--- src/rtl/rtc_calendar_pkg.sv ---
// rtc_calendar_pkg: constants and types shared by the RTC calendar block.
//   - Field-select codes for the set bus (SEL_SEC..SEL_YEAR); codes 6 and 7 are illegal.
//   - Field widths and field maximum values.
//   - Packed time record used for the calendar state, plus its reset value.
package rtc_calendar_pkg;

    localparam int unsigned SEL_W  = 3;
    localparam int unsigned VAL_W  = 7;
    localparam int unsigned SEC_W  = 6;
    localparam int unsigned MIN_W  = 6;
    localparam int unsigned HOUR_W = 5;
    localparam int unsigned DAY_W  = 5;
    localparam int unsigned MON_W  = 4;
    localparam int unsigned YEAR_W = 7;

    localparam logic [SEL_W-1:0] SEL_SEC   = 3'd0;
    localparam logic [SEL_W-1:0] SEL_MIN   = 3'd1;
    localparam logic [SEL_W-1:0] SEL_HOUR  = 3'd2;
    localparam logic [SEL_W-1:0] SEL_DAY   = 3'd3;
    localparam logic [SEL_W-1:0] SEL_MONTH = 3'd4;
    localparam logic [SEL_W-1:0] SEL_YEAR  = 3'd5;

    localparam int unsigned SEC_MAX  = 59;
    localparam int unsigned MIN_MAX  = 59;
    localparam int unsigned HOUR_MAX = 23;
    localparam int unsigned MON_MAX  = 12;
    localparam int unsigned YEAR_MAX = 99;

    typedef struct packed {
        logic [YEAR_W-1:0] year;
        logic [MON_W-1:0]  month;
        logic [DAY_W-1:0]  day;
        logic [HOUR_W-1:0] hour;
        logic [MIN_W-1:0]  minute;
        logic [SEC_W-1:0]  second;
    } rtc_time_t;

    // 2000-01-01 00:00:00
    localparam rtc_time_t RTC_RESET = '{
        year:   '0,
        month:  MON_W'(1),
        day:    DAY_W'(1),
        hour:   '0,
        minute: '0,
        second: '0
    };

endpackage

--- src/rtl/rtc_calendar_if.sv ---
// rtc_calendar_if: field-write bus of the RTC calendar.
//   set_en  - single-cycle write strobe
//   set_sel - field select (see SEL_* in rtc_calendar_pkg)
//   set_val - binary value to write
//   set_err - one-cycle pulse, one cycle after a rejected write
// master: the agent issuing writes; slave: the calendar.
interface rtc_calendar_if;
    import rtc_calendar_pkg::*;

    logic             set_en;
    logic [SEL_W-1:0] set_sel;
    logic [VAL_W-1:0] set_val;
    logic             set_err;

    modport master (
        output set_en,
        output set_sel,
        output set_val,
        input  set_err
    );

    modport slave (
        input  set_en,
        input  set_sel,
        input  set_val,
        output set_err
    );

endinterface

--- src/rtl/rtc_dim.sv ---
// rtc_dim: combinational days-in-month lookup.
//   month - 1..12 (anything else reports 31)
//   year  - years since 2000; every year divisible by four is a leap year in 2000..2099
//   dim   - number of days in that month
module rtc_dim
    import rtc_calendar_pkg::*;
(
    input  logic [MON_W-1:0]  month,
    input  logic [YEAR_W-1:0] year,
    output logic [DAY_W-1:0]  dim
);

    logic leap;

    assign leap = ((year & YEAR_W'(3)) == '0);

    always_comb begin
        dim = DAY_W'(31);
        case (month)
            4'd2:                     dim = leap ? DAY_W'(29) : DAY_W'(28);
            4'd4, 4'd6, 4'd9, 4'd11:  dim = DAY_W'(30);
            default:                  dim = DAY_W'(31);
        endcase
    end

endmodule

--- src/rtl/rtc_calendar.sv ---
// rtc_calendar: real-time clock/calendar (2000..2099) with a 1 Hz prescaler.
//   clk      - system clock, CLK_HZ Hz
//   rst      - asynchronous, active-high reset to 2000-01-01 00:00:00
//   set_bus  - field-write bus (slave side): set_en/set_sel/set_val in, set_err out
//   tick_1hz - one-cycle pulse, high in the cycle the new second is visible
//   year, month, day, hour, minute, second - registered binary time fields
module rtc_calendar
    import rtc_calendar_pkg::*;
#(
    parameter int unsigned CLK_HZ = 50_000_000
) (
    input  logic              clk,
    input  logic              rst,
    rtc_calendar_if.slave     set_bus,
    output logic              tick_1hz,
    output logic [YEAR_W-1:0] year,
    output logic [MON_W-1:0]  month,
    output logic [DAY_W-1:0]  day,
    output logic [HOUR_W-1:0] hour,
    output logic [MIN_W-1:0]  minute,
    output logic [SEC_W-1:0]  second
);

    localparam int unsigned    PW   = (CLK_HZ > 1) ? $clog2(CLK_HZ) : 1;
    localparam logic [PW-1:0]  PMAX = PW'(CLK_HZ - 1);

    logic [PW-1:0] presc_q, presc_d;
    logic          pend_q, pend_d;
    logic          tick_q, tick_d;
    logic          err_q, err_d;
    rtc_time_t     time_q, time_d;

    logic              tick;
    logic              tick_req;
    logic              do_tick;
    logic              val_ok;
    logic              wr_ok;
    logic              wr_sec;
    logic [DAY_W-1:0]  dim_cur;
    logic [DAY_W-1:0]  dim_chk;
    logic [MON_W-1:0]  chk_month;
    logic [YEAR_W-1:0] chk_year;

    assign tick = (presc_q == PMAX);

    // Days in the current month, used by the day->month carry.
    rtc_dim u_dim_cur (
        .month (time_q.month),
        .year  (time_q.year),
        .dim   (dim_cur)
    );

    // Date as it would be after the pending write; used for day range check and clamping.
    always_comb begin
        chk_month = time_q.month;
        chk_year  = time_q.year;
        if (set_bus.set_sel == SEL_MONTH) begin
            chk_month = set_bus.set_val[MON_W-1:0];
        end
        if (set_bus.set_sel == SEL_YEAR) begin
            chk_year = set_bus.set_val;
        end
    end

    rtc_dim u_dim_chk (
        .month (chk_month),
        .year  (chk_year),
        .dim   (dim_chk)
    );

    // Range check of the value offered on the set bus.
    always_comb begin
        val_ok = 1'b0;
        case (set_bus.set_sel)
            SEL_SEC:   val_ok = (set_bus.set_val <= VAL_W'(SEC_MAX));
            SEL_MIN:   val_ok = (set_bus.set_val <= VAL_W'(MIN_MAX));
            SEL_HOUR:  val_ok = (set_bus.set_val <= VAL_W'(HOUR_MAX));
            SEL_DAY:   val_ok = (set_bus.set_val != '0) &&
                                (set_bus.set_val <= VAL_W'(dim_chk));
            SEL_MONTH: val_ok = (set_bus.set_val != '0) &&
                                (set_bus.set_val <= VAL_W'(MON_MAX));
            SEL_YEAR:  val_ok = (set_bus.set_val <= VAL_W'(YEAR_MAX));
            default:   val_ok = 1'b0;
        endcase
    end

    // Write/tick arbitration. Any set_en cycle defers the advance; a deferred tick survives
    // back-to-back writes and is dropped only by an accepted seconds write, which restarts
    // the second anyway.
    always_comb begin
        wr_ok    = set_bus.set_en && val_ok;
        wr_sec   = wr_ok && (set_bus.set_sel == SEL_SEC);
        tick_req = tick || pend_q;
        do_tick  = tick_req && !set_bus.set_en;
        pend_d   = set_bus.set_en && tick_req && !wr_sec;
        err_d    = set_bus.set_en && !val_ok;
        tick_d   = do_tick;
        if (wr_sec || tick) begin
            presc_d = '0;
        end else begin
            presc_d = presc_q + PW'(1);
        end
    end

    // Next calendar state: either one accepted write or a full one-edge carry cascade.
    always_comb begin
        time_d = time_q;
        if (wr_ok) begin
            case (set_bus.set_sel)
                SEL_SEC:   time_d.second = set_bus.set_val[SEC_W-1:0];
                SEL_MIN:   time_d.minute = set_bus.set_val[MIN_W-1:0];
                SEL_HOUR:  time_d.hour   = set_bus.set_val[HOUR_W-1:0];
                SEL_DAY:   time_d.day    = set_bus.set_val[DAY_W-1:0];
                SEL_MONTH: begin
                    time_d.month = set_bus.set_val[MON_W-1:0];
                    if (time_q.day > dim_chk) begin
                        time_d.day = dim_chk;
                    end
                end
                SEL_YEAR: begin
                    time_d.year = set_bus.set_val;
                    if (time_q.day > dim_chk) begin
                        time_d.day = dim_chk;
                    end
                end
                default: ;
            endcase
        end else if (do_tick) begin
            if (time_q.second != SEC_W'(SEC_MAX)) begin
                time_d.second = time_q.second + SEC_W'(1);
            end else begin
                time_d.second = '0;
                if (time_q.minute != MIN_W'(MIN_MAX)) begin
                    time_d.minute = time_q.minute + MIN_W'(1);
                end else begin
                    time_d.minute = '0;
                    if (time_q.hour != HOUR_W'(HOUR_MAX)) begin
                        time_d.hour = time_q.hour + HOUR_W'(1);
                    end else begin
                        time_d.hour = '0;
                        if (time_q.day != dim_cur) begin
                            time_d.day = time_q.day + DAY_W'(1);
                        end else begin
                            time_d.day = DAY_W'(1);
                            if (time_q.month != MON_W'(MON_MAX)) begin
                                time_d.month = time_q.month + MON_W'(1);
                            end else begin
                                time_d.month = MON_W'(1);
                                if (time_q.year != YEAR_W'(YEAR_MAX)) begin
                                    time_d.year = time_q.year + YEAR_W'(1);
                                end else begin
                                    time_d.year = '0;
                                end
                            end
                        end
                    end
                end
            end
        end
    end

    always_ff @(posedge clk or posedge rst) begin
        if (rst) begin
            presc_q <= '0;
            pend_q  <= 1'b0;
            tick_q  <= 1'b0;
            err_q   <= 1'b0;
            time_q  <= RTC_RESET;
        end else begin
            presc_q <= presc_d;
            pend_q  <= pend_d;
            tick_q  <= tick_d;
            err_q   <= err_d;
            time_q  <= time_d;
        end
    end

    assign set_bus.set_err = err_q;
    assign tick_1hz        = tick_q;
    assign year            = time_q.year;
    assign month           = time_q.month;
    assign day             = time_q.day;
    assign hour            = time_q.hour;
    assign minute          = time_q.minute;
    assign second          = time_q.second;

endmodule

--- src/flat_wrapper.sv ---
// flat-port wrapper written by rule: the top's interface ports become plain ports
module rtc_calendar_flat import rtc_calendar_pkg::*;
#(
    parameter int unsigned CLK_HZ = 50_000_000
)
  (clk, rst, tick_1hz, year, month, day, hour, minute, second, set_bus_set_en, set_bus_set_sel, set_bus_set_val, set_bus_set_err);
  rtc_calendar_if set_bus_i ();
  input  logic clk;
  input  logic rst;
  output logic tick_1hz;
  output logic [YEAR_W-1:0] year;
  output logic [MON_W-1:0] month;
  output logic [DAY_W-1:0] day;
  output logic [HOUR_W-1:0] hour;
  output logic [MIN_W-1:0] minute;
  output logic [SEC_W-1:0] second;
  input wire logic [$bits(set_bus_i.set_en)-1:0] set_bus_set_en;
  input wire logic [$bits(set_bus_i.set_sel)-1:0] set_bus_set_sel;
  input wire logic [$bits(set_bus_i.set_val)-1:0] set_bus_set_val;
  output wire logic [$bits(set_bus_i.set_err)-1:0] set_bus_set_err;
  assign set_bus_i.set_en = set_bus_set_en;
  assign set_bus_i.set_sel = set_bus_set_sel;
  assign set_bus_i.set_val = set_bus_set_val;
  assign set_bus_set_err = set_bus_i.set_err;
  rtc_calendar #(.CLK_HZ(CLK_HZ)) u_core (.clk(clk), .rst(rst), .set_bus(set_bus_i), .tick_1hz(tick_1hz), .year(year), .month(month), .day(day), .hour(hour), .minute(minute), .second(second));
endmodule
--- config.mk ---
export PLATFORM = sky130hd
export DESIGN_NAME = rtc_calendar_flat
export DESIGN_NICKNAME = d
export VERILOG_FILES = /design/src/rtl/rtc_calendar_pkg.sv /design/src/rtl/rtc_calendar_if.sv /design/src/rtl/rtc_dim.sv /design/src/rtl/rtc_calendar.sv /design/src/flat_wrapper.sv
export SDC_FILE = /design/constraint.sdc
export NUM_CORES = 1
export LEC_CHECK = 0
export BUFFER_PORTS_ARGS = -buffer_cell sky130_fd_sc_hd__buf_4
export CAP_MARGIN = 20
export CORE_UTILIZATION = 53
export CTS_CLUSTER_SIZE = 8
export DETAILED_ROUTE_END_ITERATION = 8
export PLACE_DENSITY = 0.77
export SKIP_CTS_REPAIR_TIMING = 1
export SLEW_MARGIN = 20
export SYNTH_ARGS = -nofsm -noshare
export SYNTH_HDL_FRONTEND = slang
export SYNTH_SLANG_ARGS = --single-unit
export TNS_END_PERCENT = 20
--- constraint.sdc ---
create_clock -name clk -period 3.2 [get_ports clk]
set_clock_uncertainty 0.15 [all_clocks]
set_input_delay 0.16 -clock clk [delete_from_list [all_inputs] [get_ports clk]]
set_output_delay 0.16 -clock clk [all_outputs]
set_load 0.01 [all_outputs]
==> metrics.cfg, run 1 <==
[timing]
final-setup-viol-count=0
hold_viol=0
tightest_slew_ns=1.04
fmax_mhz=328
rsz0062_at_grt=no
fin_ws_ns=0.149
maxSlewViolCount=0
period_share_pct=95.3
slew_headroom_pct=30.4
fin_crit_ns=3.05

[power]
peakVddDrop_mv=0.426
power_switching_mw=1.14
p_comb_share_pct=36.4
powerDensity_nw_per_um2=618
p_clk_share_pct=24.8
power_frac_seq_pct=38.8
internal-power_mw=1.88
power.leakage_nw=2.19
swShare_pct=37.7
total_power_mw=3.02

[clocking]
htreeDepth=3
clkTransAtPathRegs_ns=0.07
cts_tree=yes
cts_buffers=9
cts_buffer_depth=2
clk_latency_ns=0.35
cts_num_sinks=62
root_buffer=clkbuf_8

[global_route]
antenna_found_initial=0
grt.total_usage_pct=27.1
grt_max_degree=42
grt_overflow=0
grt_pass1_wl_microns=16500
first_global_vias=3471

[die]
rows=31
die_w_microns=89.3
initial_core_util_pct=55.4
die_y_microns=89.3
core_area_sq_um=7290
die-area_sq_um=7970
io-pin-count=48

[yosys]
synth.area.top_cells=dfrtp_1 (37%), nor2_1 (5.8%), ha_1 (4.6%), nand2_1 (3.8%), xor2_1 (3.7%)
synth_seq_cells=62
synth_edf_count=0
synth_adder_area_share_pct=4.65
ys.flop_type=dfrtp_1
avgSynthCellArea_sq_um=8.82
syn-cell-area_sq_um=4040
synthSimpleGateAreaFrac_pct=25.8
yosys_warnings=0
yosysSeqAreaShare_pct=38.5
syn-instance-count=458
synth_xor_area_share_pct=5.86
yosysTopAreaCell=dfrtp_1
synthMuxAreaShare_pct=0.527
synth_nets=486
synthArstFlopShare_pct=100
synth_compound_area_share_pct=19.8
ys_types=73
yosys.area.top_type_share_pct=37.2
synth_top_family_by_area=simple AND/OR/NAND/NOR gates

[worst_hold_path]
hold_depth=3
hold_path.class=primary input to flip-flop
min_from=set_bus_set_val[2]
hold_path_end=u_core.year[2]

[drt]
vias_per_cell=6.07
drc_errors=0
wl_per_cell_microns=16.4
antenna_left=0
dr.pass1.iters=5
wl_microns=10300
drt-initial-drc-count=296
vias=3818

[run_status]
outcome=complete, no violations

[critical_path]
cp-end-kind=flip-flop
r2r_cells=14
cp.required_ns=3.29
r2r_slack_ns=0.15
critPathMaxFanout=27
critPathKind=flip-flop to flip-flop
r2r_start=u_core.year[1]
reg2reg_to=u_core.minute[0]
cp.arrival_ns=3.14
startpoint_type=flip-flop

[final_layout]
antenna_cells=0
fin_nets=553
areaGrowthSynthToFinish_pct=20.9
post-route-util_pct=67.0
layout-drive-gt1-share_pct=20.9
fillers=620

[placement]
place_congestion=0.911
portBuffers=47
dp_hpwl_microns=7280
dp_slack_ns=-0.0452

[job]
maxCapViolations=0

area by class of cell:
type	instances	area (sq um)	share of cell area [%]
multi-input combinational	357	2320	47.5
sequential	62	1550	31.8
clock buffer	11	151	3.10
inverter	20	75.1	1.54
tap	99	124	2.54
timing repair buffer	75	598	12.2
clock inverter	5	63.8	1.31
metrics by stage:
step / TNS, ns / hold slack, ns / instances / cell area, sq um
3_5_place_dp: -0.0997 / 0.0667 / 609 / 4610
6_report: 0 / 0.00408 / 629 / 4880
2_1_floorplan: 0 / 0.117 / 458 / 4050
4_1_cts: 0 / -0.305 / 625 / 4820
3_3_place_gp: 0 / 0.0649 / 609 / 4610
5_1_grt: 0 / 0.00652 / 629 / 4880
cells in the mapped netlist (all sizes together), types with 4 or more instances:
library cell	instances
nor2	62
dfrtp	60
nand2	41
nand3	29
o21ai	25
inv	20
a21oi	17
xor2	17
ha	15
nor3	14
a31oi	11
buf	11
xnor2	10
and3	9
clkbuf	8
nand4	8
o22ai	8
a22o	6
nor2b	6
and4	5
nor3b	5
nor4	5
o211ai	5
o31ai	5
a211o	4
a21o	4
o21a	4
worst max-delay path by stage:
stage                  startpoint                  to  depth (start not counted)
3_5_place_dp   set_bus_set_sel[1]    u_core.minute[3]                         14
6_report           u_core.year[1]    u_core.minute[0]                         14
3_3_place_gp   set_bus_set_sel[1]    u_core.minute[3]                         14
2_1_floorplan  set_bus_set_sel[0]  u_core.presc_q[17]                         15
4_1_cts            u_core.year[1]      u_core.hour[0]                         13
5_1_grt            u_core.year[1]    u_core.minute[1]                         15
state kept, by name (all words and copies together) (netlist names):
register and flops:
u_core.day 5, u_core.set_bus.set_err 1, u_core.minute 6, u_core.year 7
u_core.month 4, u_core.hour 5, u_core.pend_q 1, u_core.second 6
u_core.presc_q 26, u_core.tick_1hz 1
cell families (layout without fill, tap and decap cells):
kind of cell,Yosys count,count (layout)
and+or+nand+nor,200,200
AOI/OAI and AO/OA,113,113
DFF,62,62
buffers and inverters,39,111
xor gates and xnor gates,27,27
adders and majority gates,15,15
muxes,2,2
power groups by stage:
stage | registers (mW) | clock network, mW | logic, mW
global route | 1.19 | 0.800 | 1.21
global placement | 1.17 | 0 | 1.03
floorplan | 1.19 | 0 | 0.605
detailed placement | 1.18 | 0 | 1.07
finish | 1.17 | 0.748 | 1.10
CTS | 1.17 | 0.762 | 1.08
metal layers:
layer  global-route usage, %  part of all wire, %  up-vias
met4                    11.3                  2.3        0
li1                        -                    -     1813
met2                    43.2                   47      157
met5                       0                    0        -
met1                    36.7                   45     1825
met3                    4.34                  5.8       23
cells in the final DEF, fill, tap and decap left out, types with 3 or more instances in the layout:
| cell type | count |
|---|---|
| a211o_1 | 4 |
| a211oi_1 | 3 |
| a21o_1 | 3 |
| a21oi_1 | 13 |
| a21oi_2 | 3 |
| a22o_1 | 6 |
| a31oi_1 | 11 |
| and3_1 | 8 |
| and4_1 | 5 |
| buf_4 | 69 |
| clkbuf_8 | 11 |
| dfrtp_1 | 60 |
| dlygate4sd3_1 | 4 |
| ha_1 | 15 |
| inv_1 | 19 |
| nand2_1 | 41 |
| nand3_1 | 28 |
| nand3b_1 | 3 |
| nand4_1 | 8 |
| nor2_1 | 62 |
| nor2b_1 | 6 |
| nor3_1 | 13 |
| nor3b_1 | 3 |
| nor4_1 | 4 |
| o211ai_1 | 5 |
| o21a_1 | 4 |
| o21ai_0 | 23 |
| o22ai_1 | 8 |
| o31ai_1 | 5 |
| xnor2_1 | 10 |
| xor2_1 | 17 |
worst max-delay path: stages, from the launching register on:
cell	delay (ns)
dfrtp_1	0.42
nor2_1	0.18
o22ai_1	0.12
nand2_1	0.08
a31oi_1	0.09
a21oi_2	0.19
ha_1	0.26
nand2_1	0.07
o211ai_1	0.10
a32o_1	0.24
and2_2	0.24
buf_12	0.17
a32o_1	0.32
buf_4	0.16
o21a_1	0.16
No activity file was read; power rests on OpenSTA's default activity.
==> run 2, diff against run 1 <==
--- a/config.mk
+++ b/config.mk
@@ -5,9 +5,10 @@
 export SDC_FILE = /design/constraint.sdc
 export NUM_CORES = 1
 export LEC_CHECK = 0
-export BUFFER_PORTS_ARGS = -buffer_cell sky130_fd_sc_hd__buf_4
+export ABC_AREA = 1
+export BUFFER_PORTS_ARGS = -buffer_cell sky130_fd_sc_hd__buf_2
 export CAP_MARGIN = 20
-export CORE_UTILIZATION = 53
+export CORE_UTILIZATION = 54
 export CTS_CLUSTER_SIZE = 8
 export DETAILED_ROUTE_END_ITERATION = 8
 export PLACE_DENSITY = 0.77
==> metrics.cfg, run 2 <==
[run_status]
outcome=complete, no violations  ; unchanged

[clocking]
cts_num_sinks=62  ; unchanged
cts_buffer_depth=2  ; unchanged
cts_buffers=9  ; unchanged
clkTransAtPathRegs_ns=0.08  ; was 0.07 ns
cts_tree=yes  ; unchanged
clk_latency_ns=0.35  ; about the same
root_buffer=clkbuf_8  ; unchanged
htreeDepth=3  ; unchanged

[final_layout]
areaGrowthSynthToFinish_pct=12.2  ; was 20.9%
mostFrequentLayoutCell=nand2_1  ; was buf_4
layout-drive-gt1-share_pct=14.8  ; was 20.9%
fin_nets=739  ; was 553
largest_reg_flops=26  ; unchanged
antenna_cells=0  ; unchanged
largest_register=u_core.presc_q  ; unchanged
finalInstanceArea_sq_um=5060  ; was 4880 sq um
final_cell_mix=nand2_1 (219), nor2_1 (76), inv_1 (68), nand3_1 (63), dfrtp_1 (60)  ; was buf_4 (69), nor2_1 (62), dfrtp_1 (60), nand2_1 (41), nand3_1 (28)

[timing]
maxSlewViolCount=0  ; unchanged
slew_headroom_pct=43.0  ; was 30.4%
final-setup-viol-count=0  ; unchanged
tightest_slew_ns=0.854  ; was 1.04 ns
hold_viol=0  ; unchanged
tns_ns=0  ; unchanged
fmax_mhz=343  ; was 328 MHz
fin_crit_ns=2.92  ; was 3.05 ns
period_share_pct=91.1  ; was 95.3%
hold_slack_ns=0.0449  ; was 0.00408 ns

[critical_path]
startpoint_type=flip-flop  ; unchanged
cp.required_ns=3.34  ; was 3.29 ns
critPathMaxFanout=23  ; was 27
cp-end-kind=flip-flop  ; unchanged
critical-path-max-stage-delay_ns=0.44  ; was 0.42 ns
cp.arrival_ns=3.06  ; was 3.14 ns
path_cells=inv_1, nand2_1, nand2_1, nor2_1, nand3_1, nand2_1, ha_1, nand2_1, nand3_1, nor2_1, nor2_2, nand2_2, nand2_2, nand2_8, buf_4, nand2_1, o21ai_0, nand2_1, nand2_1  ; was nor2_1, o22ai_1, nand2_1, a31oi_1, a21oi_2, ha_1, nand2_1, o211ai_1, a32o_1, and2_2, buf_12, a32o_1, buf_4, o21a_1
cp_slowest_cell=dfrtp_1  ; unchanged
critPathKind=flip-flop to flip-flop  ; unchanged
critPathMostFrequentCell=nand2_1

[job]
maxCapViolations=0  ; unchanged

[power]
power.leakage_nw=2.66  ; was 2.19 nW
powerDensity_nw_per_um2=506  ; was 618 nW/um^2
peakVddDrop_mv=0.349  ; was 0.426 mV

[yosys]
synth.most_common_cell=nand2_1  ; was nor2_1
syn-cell-area_sq_um=4510  ; was 4040 sq um
yosys.area.top_type_share_pct=33.3  ; was 37.2%
ys.flop_type=dfrtp_1  ; unchanged
yosys_warnings=0  ; unchanged
synth_edf_count=0  ; unchanged
synthArstFlopShare_pct=100  ; unchanged
synth_seq_cells=62  ; unchanged
yosysSeqAreaShare_pct=34.4  ; was 38.5%
yosys-top-cells-count=nand2_1 (219), nor2_1 (76), inv_1 (69)  ; was nor2_1 (62), dfrtp_1 (60), nand2_1 (41)
syn-instance-count=658  ; was 458
synth.area.top_cells=dfrtp_1 (33%), nand2_1 (18%), nand3_1 (7.0%), nor2_1 (6.3%), inv_1 (5.7%)  ; was dfrtp_1 (37%), nor2_1 (5.8%), ha_1 (4.6%), nand2_1 (3.8%), xor2_1 (3.7%)
avgSynthCellArea_sq_um=6.86  ; was 8.82 sq um
yosysTopAreaCell=dfrtp_1  ; unchanged
ys_types=36  ; was 73
synth_nets=686  ; was 486

[global_route]
grt_pass1_wl_microns=19000  ; was 16500 microns
grt.total_usage_pct=27.7  ; was 27.1%
grt_max_degree=52  ; was 42
grt_overflow=0  ; unchanged
first_global_vias=4217  ; was 3471
antenna_found_initial=0  ; unchanged

[placement]
dp_hpwl_microns=8380  ; was 7280 microns
portBuffers=47  ; unchanged
dpl_cell_area_sq_um=4840  ; was 4610 sq um
place_congestion=0.949  ; was 0.911

[die]
die-area_sq_um=8730  ; was 7970 sq um
initial_core_util_pct=57.2  ; was 55.4%
rows=32  ; was 31
io-pin-count=48  ; unchanged
die_y_microns=93.4  ; was 89.3 microns
core_area_sq_um=7890  ; was 7290 sq um
die_w_microns=93.4  ; was 89.3 microns

[drt]
vias_per_cell=5.39  ; was 6.07
wl_per_cell_microns=13.6  ; was 16.4 microns
dr.pass1.iters=7  ; was 5
drt-initial-drc-count=246  ; was 296
vias=4410  ; was 3818
antenna_left=0  ; unchanged
drc_errors=0  ; unchanged
wl_microns=11100  ; was 10300 microns

[worst_hold_path]
hold_path.class=primary input to flip-flop  ; unchanged

==> run 2: cell count changes after synthesis, moves of 6 or more <==
cell      change
nand4_1      +11
o22ai_1       -8
a22o_1        -6
a21oi_1      -10
nand2_2       +8
inv_1        +49
nor2b_1       -6
and3_1        -8
nand2_1     +178
a31oi_1      -10
nand3_1      +35
nor2_1       +14
clkbuf_1      -7
==> run 2: report_power, final <==
| group | internal, mW | switching, mW | leakage, nW |
|---|---|---|---|
| combinational | 0.302 | 0.458 | 1.73 |
| clock | 0.385 | 0.344 | 0.103 |
| sequential | 0.921 | 0.151 | 0.823 |
| total | 1.61 | 0.953 | 2.66 |
==> run 2: metal layers <==
metal	part of all wire (%)	wire, microns	global-route usage, %
met5	0	0	0
met2	47	5210	46.4
met3	5.2	580	4.55
met1	45	5000	35.0
met4	2.8	316	12.4
==> run 2: logic make-up (layout without fill, tap and decap cells) <==
kind of cell               count (synthesis)  in the layout  share of synthesized area [%]
buffers and inverters                     88            146                           8.54
xor gates and xnor gates                  34             34                           6.60
AOI/OAI and AO/OA                         36             36                           4.55
adders and majority gates                 15             15                           4.16
DFF                                       62             62                           34.4
and+or+nand+nor                          423            423                           41.7
==> run 2: area by class of cell <==
class,count,area [sq um]
fill,724,2830
multi-input combinational,508,2580
sequential,62,1550
timing repair buffer,58,320
inverter,72,272
clock buffer,10,138
tap,102,128
clock inverter,6,68.8
==> run 2: metrics by stage <==
step | total power [mW] | cells | util, % | setup slack, ns
floorplan | 1.60 | 658 | - | 0.624
finish | 2.56 | 818 | 64.2 | 0.285
global placement | 1.80 | 801 | 61.3 | 0.286
detailed placement | 1.84 | 801 | 61.3 | 0.149
global route | 2.74 | 818 | 64.2 | -0.00375
CTS | 2.56 | 817 | 63.9 | 0.259
==> run 2: critical path, delay by kind of cell (launching register included) <==
family / cells / cell delay [ns]
DFF: 1 / 0.44
buffers and inverters: 2 / 0.31
and+or+nand+nor: 15 / 1.50
adders and majority gates: 1 / 0.25
AOI/OAI and AO/OA: 1 / 0.23
==> run 2: final timing paths <==
path | from | end | slack (ns) | cells past startpoint
hold reg to reg | u_core.presc_q[0] | u_core.presc_q[0] | 0.33 | 1
max in group asynchronous | rst | u_core.presc_q[8] | 1.87 | 4
setup / recovery | u_core.month[1] | u_core.second[0] | 0.28 | 19
setup reg to reg | u_core.month[1] | u_core.second[0] | 0.28 | 19
min in group asynchronous | rst | u_core.second[0] | 0.37 | 3
hold / removal | set_bus_set_en | u_core.pend_q | 0.04 | 3
==> run 3, diff against run 2 <==
--- a/config.mk
+++ b/config.mk
@@ -6,7 +6,7 @@
 export NUM_CORES = 1
 export LEC_CHECK = 0
 export ABC_AREA = 1
-export BUFFER_PORTS_ARGS = -buffer_cell sky130_fd_sc_hd__buf_2
+export BUFFER_PORTS_ARGS = -buffer_cell sky130_fd_sc_hd__buf_4
 export CAP_MARGIN = 20
 export CORE_UTILIZATION = 54
 export CTS_CLUSTER_SIZE = 8
==> metrics.cfg, run 3 (same netlist as run 2, synthesis figures left out) <==
[placement]
dp_hpwl_microns=8490  ; was 8380 microns
dp_slack_ns=0.175  ; was 0.149 ns
place_inst=801  ; unchanged
place_congestion=0.964  ; was 0.949
portBuffers=47  ; unchanged

[final_layout]
antenna_cells=0  ; unchanged
post-route-util_pct=65.6  ; was 64.2%
largest_reg_flops=26  ; unchanged
final_cell_mix=nand2_1 (218), nor2_1 (76), inv_1 (68), nand3_1 (63), dfrtp_1 (60)  ; was nand2_1 (219), nor2_1 (76), inv_1 (68), nand3_1 (63), dfrtp_1 (60)
largest_register=u_core.presc_q  ; unchanged
fin_cells=818  ; unchanged
fin_nets=739  ; unchanged
mostFrequentLayoutCell=nand2_1  ; unchanged
fillers=718  ; was 724
areaGrowthSynthToFinish_pct=14.6  ; was 12.2%
layout-drive-gt1-share_pct=14.9  ; was 14.8%

[global_route]
use_met1_pct=34.7  ; was 35.0%
antenna_found_initial=0  ; unchanged
grt-busiest-layer=met2  ; unchanged
grt_overflow=0  ; unchanged
grt_pass1_wl_microns=18800  ; was 19000 microns
grt.total_usage_pct=27.3  ; was 27.7%
first_global_vias=4149  ; was 4217
use_met3_pct=4.96  ; was 4.55%
gr-usage-met2_pct=45.3  ; was 46.4%
grt_max_degree=45  ; was 52

[power]
peakVddDrop_mv=0.512  ; was 0.349 mV
p_comb_share_pct=31.1  ; was 29.7%
power.leakage_nw=2.67  ; was 2.66 nW
power_frac_seq_pct=41.5  ; was 41.9%
powerDensity_nw_per_um2=502  ; was 506 nW/um^2
p_clk_share_pct=27.4  ; was 28.4%
swShare_pct=36.5  ; was 37.2%
internal-power_mw=1.65  ; was 1.61 mW
power_switching_uw=948  ; was 953 uW

[drt]
vias_per_cell=5.39  ; about the same
dr.pass1.iters=5  ; was 7
vias=4406  ; was 4410
drc_errors=0  ; unchanged
antenna_left=0  ; unchanged
drt-initial-drc-count=252  ; was 246
wl_microns=11300  ; was 11100 microns
wl_per_cell_microns=13.9  ; was 13.6 microns

[worst_hold_path]
min_from=set_bus_set_en  ; unchanged
hold_path_end=u_core.pend_q  ; unchanged
hold_path.class=primary input to flip-flop  ; unchanged
hold_depth=3  ; unchanged

[critical_path]
cp.arrival_ns=3.03  ; was 3.06 ns
cp-end-kind=flip-flop  ; unchanged
critPathMostFrequentCell=nand2_1  ; unchanged
cp_top_family=simple AND/OR/NAND/NOR gates  ; unchanged
startpoint_type=flip-flop  ; unchanged
cp_slowest_cell=dfrtp_1  ; unchanged
critPathBufInv=3  ; was 2
reg2reg_to=u_core.year[0]  ; was u_core.second[0]
r2r_cells=18  ; was 19
critPathKind=flip-flop to flip-flop  ; unchanged
r2r_slack_ns=0.25  ; was 0.28 ns
critPathMaxFanout=23  ; unchanged
cp.required_ns=3.28  ; was 3.34 ns
r2r_start=u_core.month[1]  ; unchanged
critical-path-max-stage-delay_ns=0.46  ; was 0.44 ns
path_cells=inv_1, nand2_1, nand2_1, nor2_1, nand2_1, inv_1, ha_1, a21oi_1, nor2_1, nor2_2, nand2_2, nand2_2, nand2_8, buf_4, o21ai_1, nand3_1, nand2_1, nand2_1  ; was inv_1, nand2_1, nand2_1, nor2_1, nand3_1, nand2_1, ha_1, nand2_1, nand3_1, nor2_1, nor2_2, nand2_2, nand2_2, nand2_8, buf_4, nand2_1, o21ai_0, nand2_1, nand2_1
startpoint=u_core.month[1]  ; unchanged

[timing]
fin_ws_ns=0.251  ; was 0.285 ns
fmax_mhz=339  ; was 343 MHz
maxSlewViolCount=0  ; unchanged
rsz0062_at_grt=no
hold_viol=0  ; unchanged
fin_crit_ns=2.95  ; was 2.92 ns
tightest_slew_ns=0.645  ; was 0.854 ns
final-setup-viol-count=0  ; unchanged
tns_ns=0  ; unchanged
hold_slack_ns=0.0109  ; was 0.0449 ns
slew_headroom_pct=56.6  ; was 43.0%
period_share_pct=92.2  ; was 91.1%

[run_status]
outcome=complete, no violations  ; unchanged

[die]
rows=32  ; unchanged
core_area_sq_um=7890  ; unchanged
die_y_microns=93.4  ; unchanged
die-area_sq_um=8730  ; unchanged
die_w_microns=93.4  ; unchanged
io-pin-count=48  ; unchanged
initial_core_util_pct=57.2  ; unchanged

[clocking]
cts_num_sinks=62  ; unchanged
cts_buffers=9  ; unchanged
cts_tree=yes  ; unchanged
clkTransAtPathRegs_ns=0.07  ; was 0.08 ns
cts_buffer_depth=2  ; unchanged
root_buffer=clkbuf_8  ; unchanged
htreeDepth=3  ; unchanged
clk_latency_ns=0.35  ; about the same

[job]
maxCapViolations=0  ; unchanged

==> run 3: power by group through the flow <==
stage | logic (mW) | registers, mW | clock network, mW
detailed placement | 0.799 | 1.09 | 0
CTS | 0.806 | 1.08 | 0.714
finish | 0.808 | 1.08 | 0.711
global placement | 0.778 | 1.08 | 0
floorplan | 0.504 | 1.10 | 0
global route | 0.914 | 1.10 | 0.750
==> run 3: metal layers <==
layer / part of all wire (%) / up-vias
met5: 0 / -
met4: 2.8 / 0
met3: 5.7 / 27
li1: - / 2200
met1: 45 / 2033
met2: 47 / 146
==> run 3: how the worst max path moves through the flow <==
stage	end	slack, ns	depth (start not counted)
final	u_core.year[0]	0.25	18
after global routing	u_core.year[0]	0.04	18
after CTS	u_core.hour[4]	0.24	18
after detailed placement	u_core.hour[4]	0.17	21
after global placement	u_core.hour[3]	0.29	21
after floorplan	u_core.year[2]	0.62	21
==> run 3: worst register-to-register path, cell delays in order (launching register included) <==
cell and delay (ns):
dfrtp_1 0.46, inv_1 0.12, nand2_1 0.08, nand2_1 0.08
nor2_1 0.15, nand2_1 0.09, inv_1 0.10, ha_1 0.24
a21oi_1 0.15, nor2_1 0.07, nor2_2 0.09, nand2_2 0.09
nand2_2 0.14, nand2_8 0.13, buf_4 0.21, o21ai_1 0.19
nand3_1 0.16, nand2_1 0.09, nand2_1 0.06
==> run 3: stage by stage <==
stage          area, sq um  power [mW]
2_1_floorplan         4510        1.60
3_3_place_gp          4950        1.86
3_5_place_dp          4950        1.89
4_1_cts               5150        2.60
5_1_grt               5170        2.76
6_report              5170        2.60
==> run 3: cell type report <==
class                           count  area, sq um  share of cell area (%)
Clock inverter                      6         61.3                    1.19
Multi-Input combinational cell    508         2580                    50.0
Inverter                           72          270                    5.22
Tap cell                          102          128                    2.47
Clock buffer                       10          138                    2.66
Sequential cell                    62         1550                    30.0
Timing Repair Buffer               58          438                    8.46
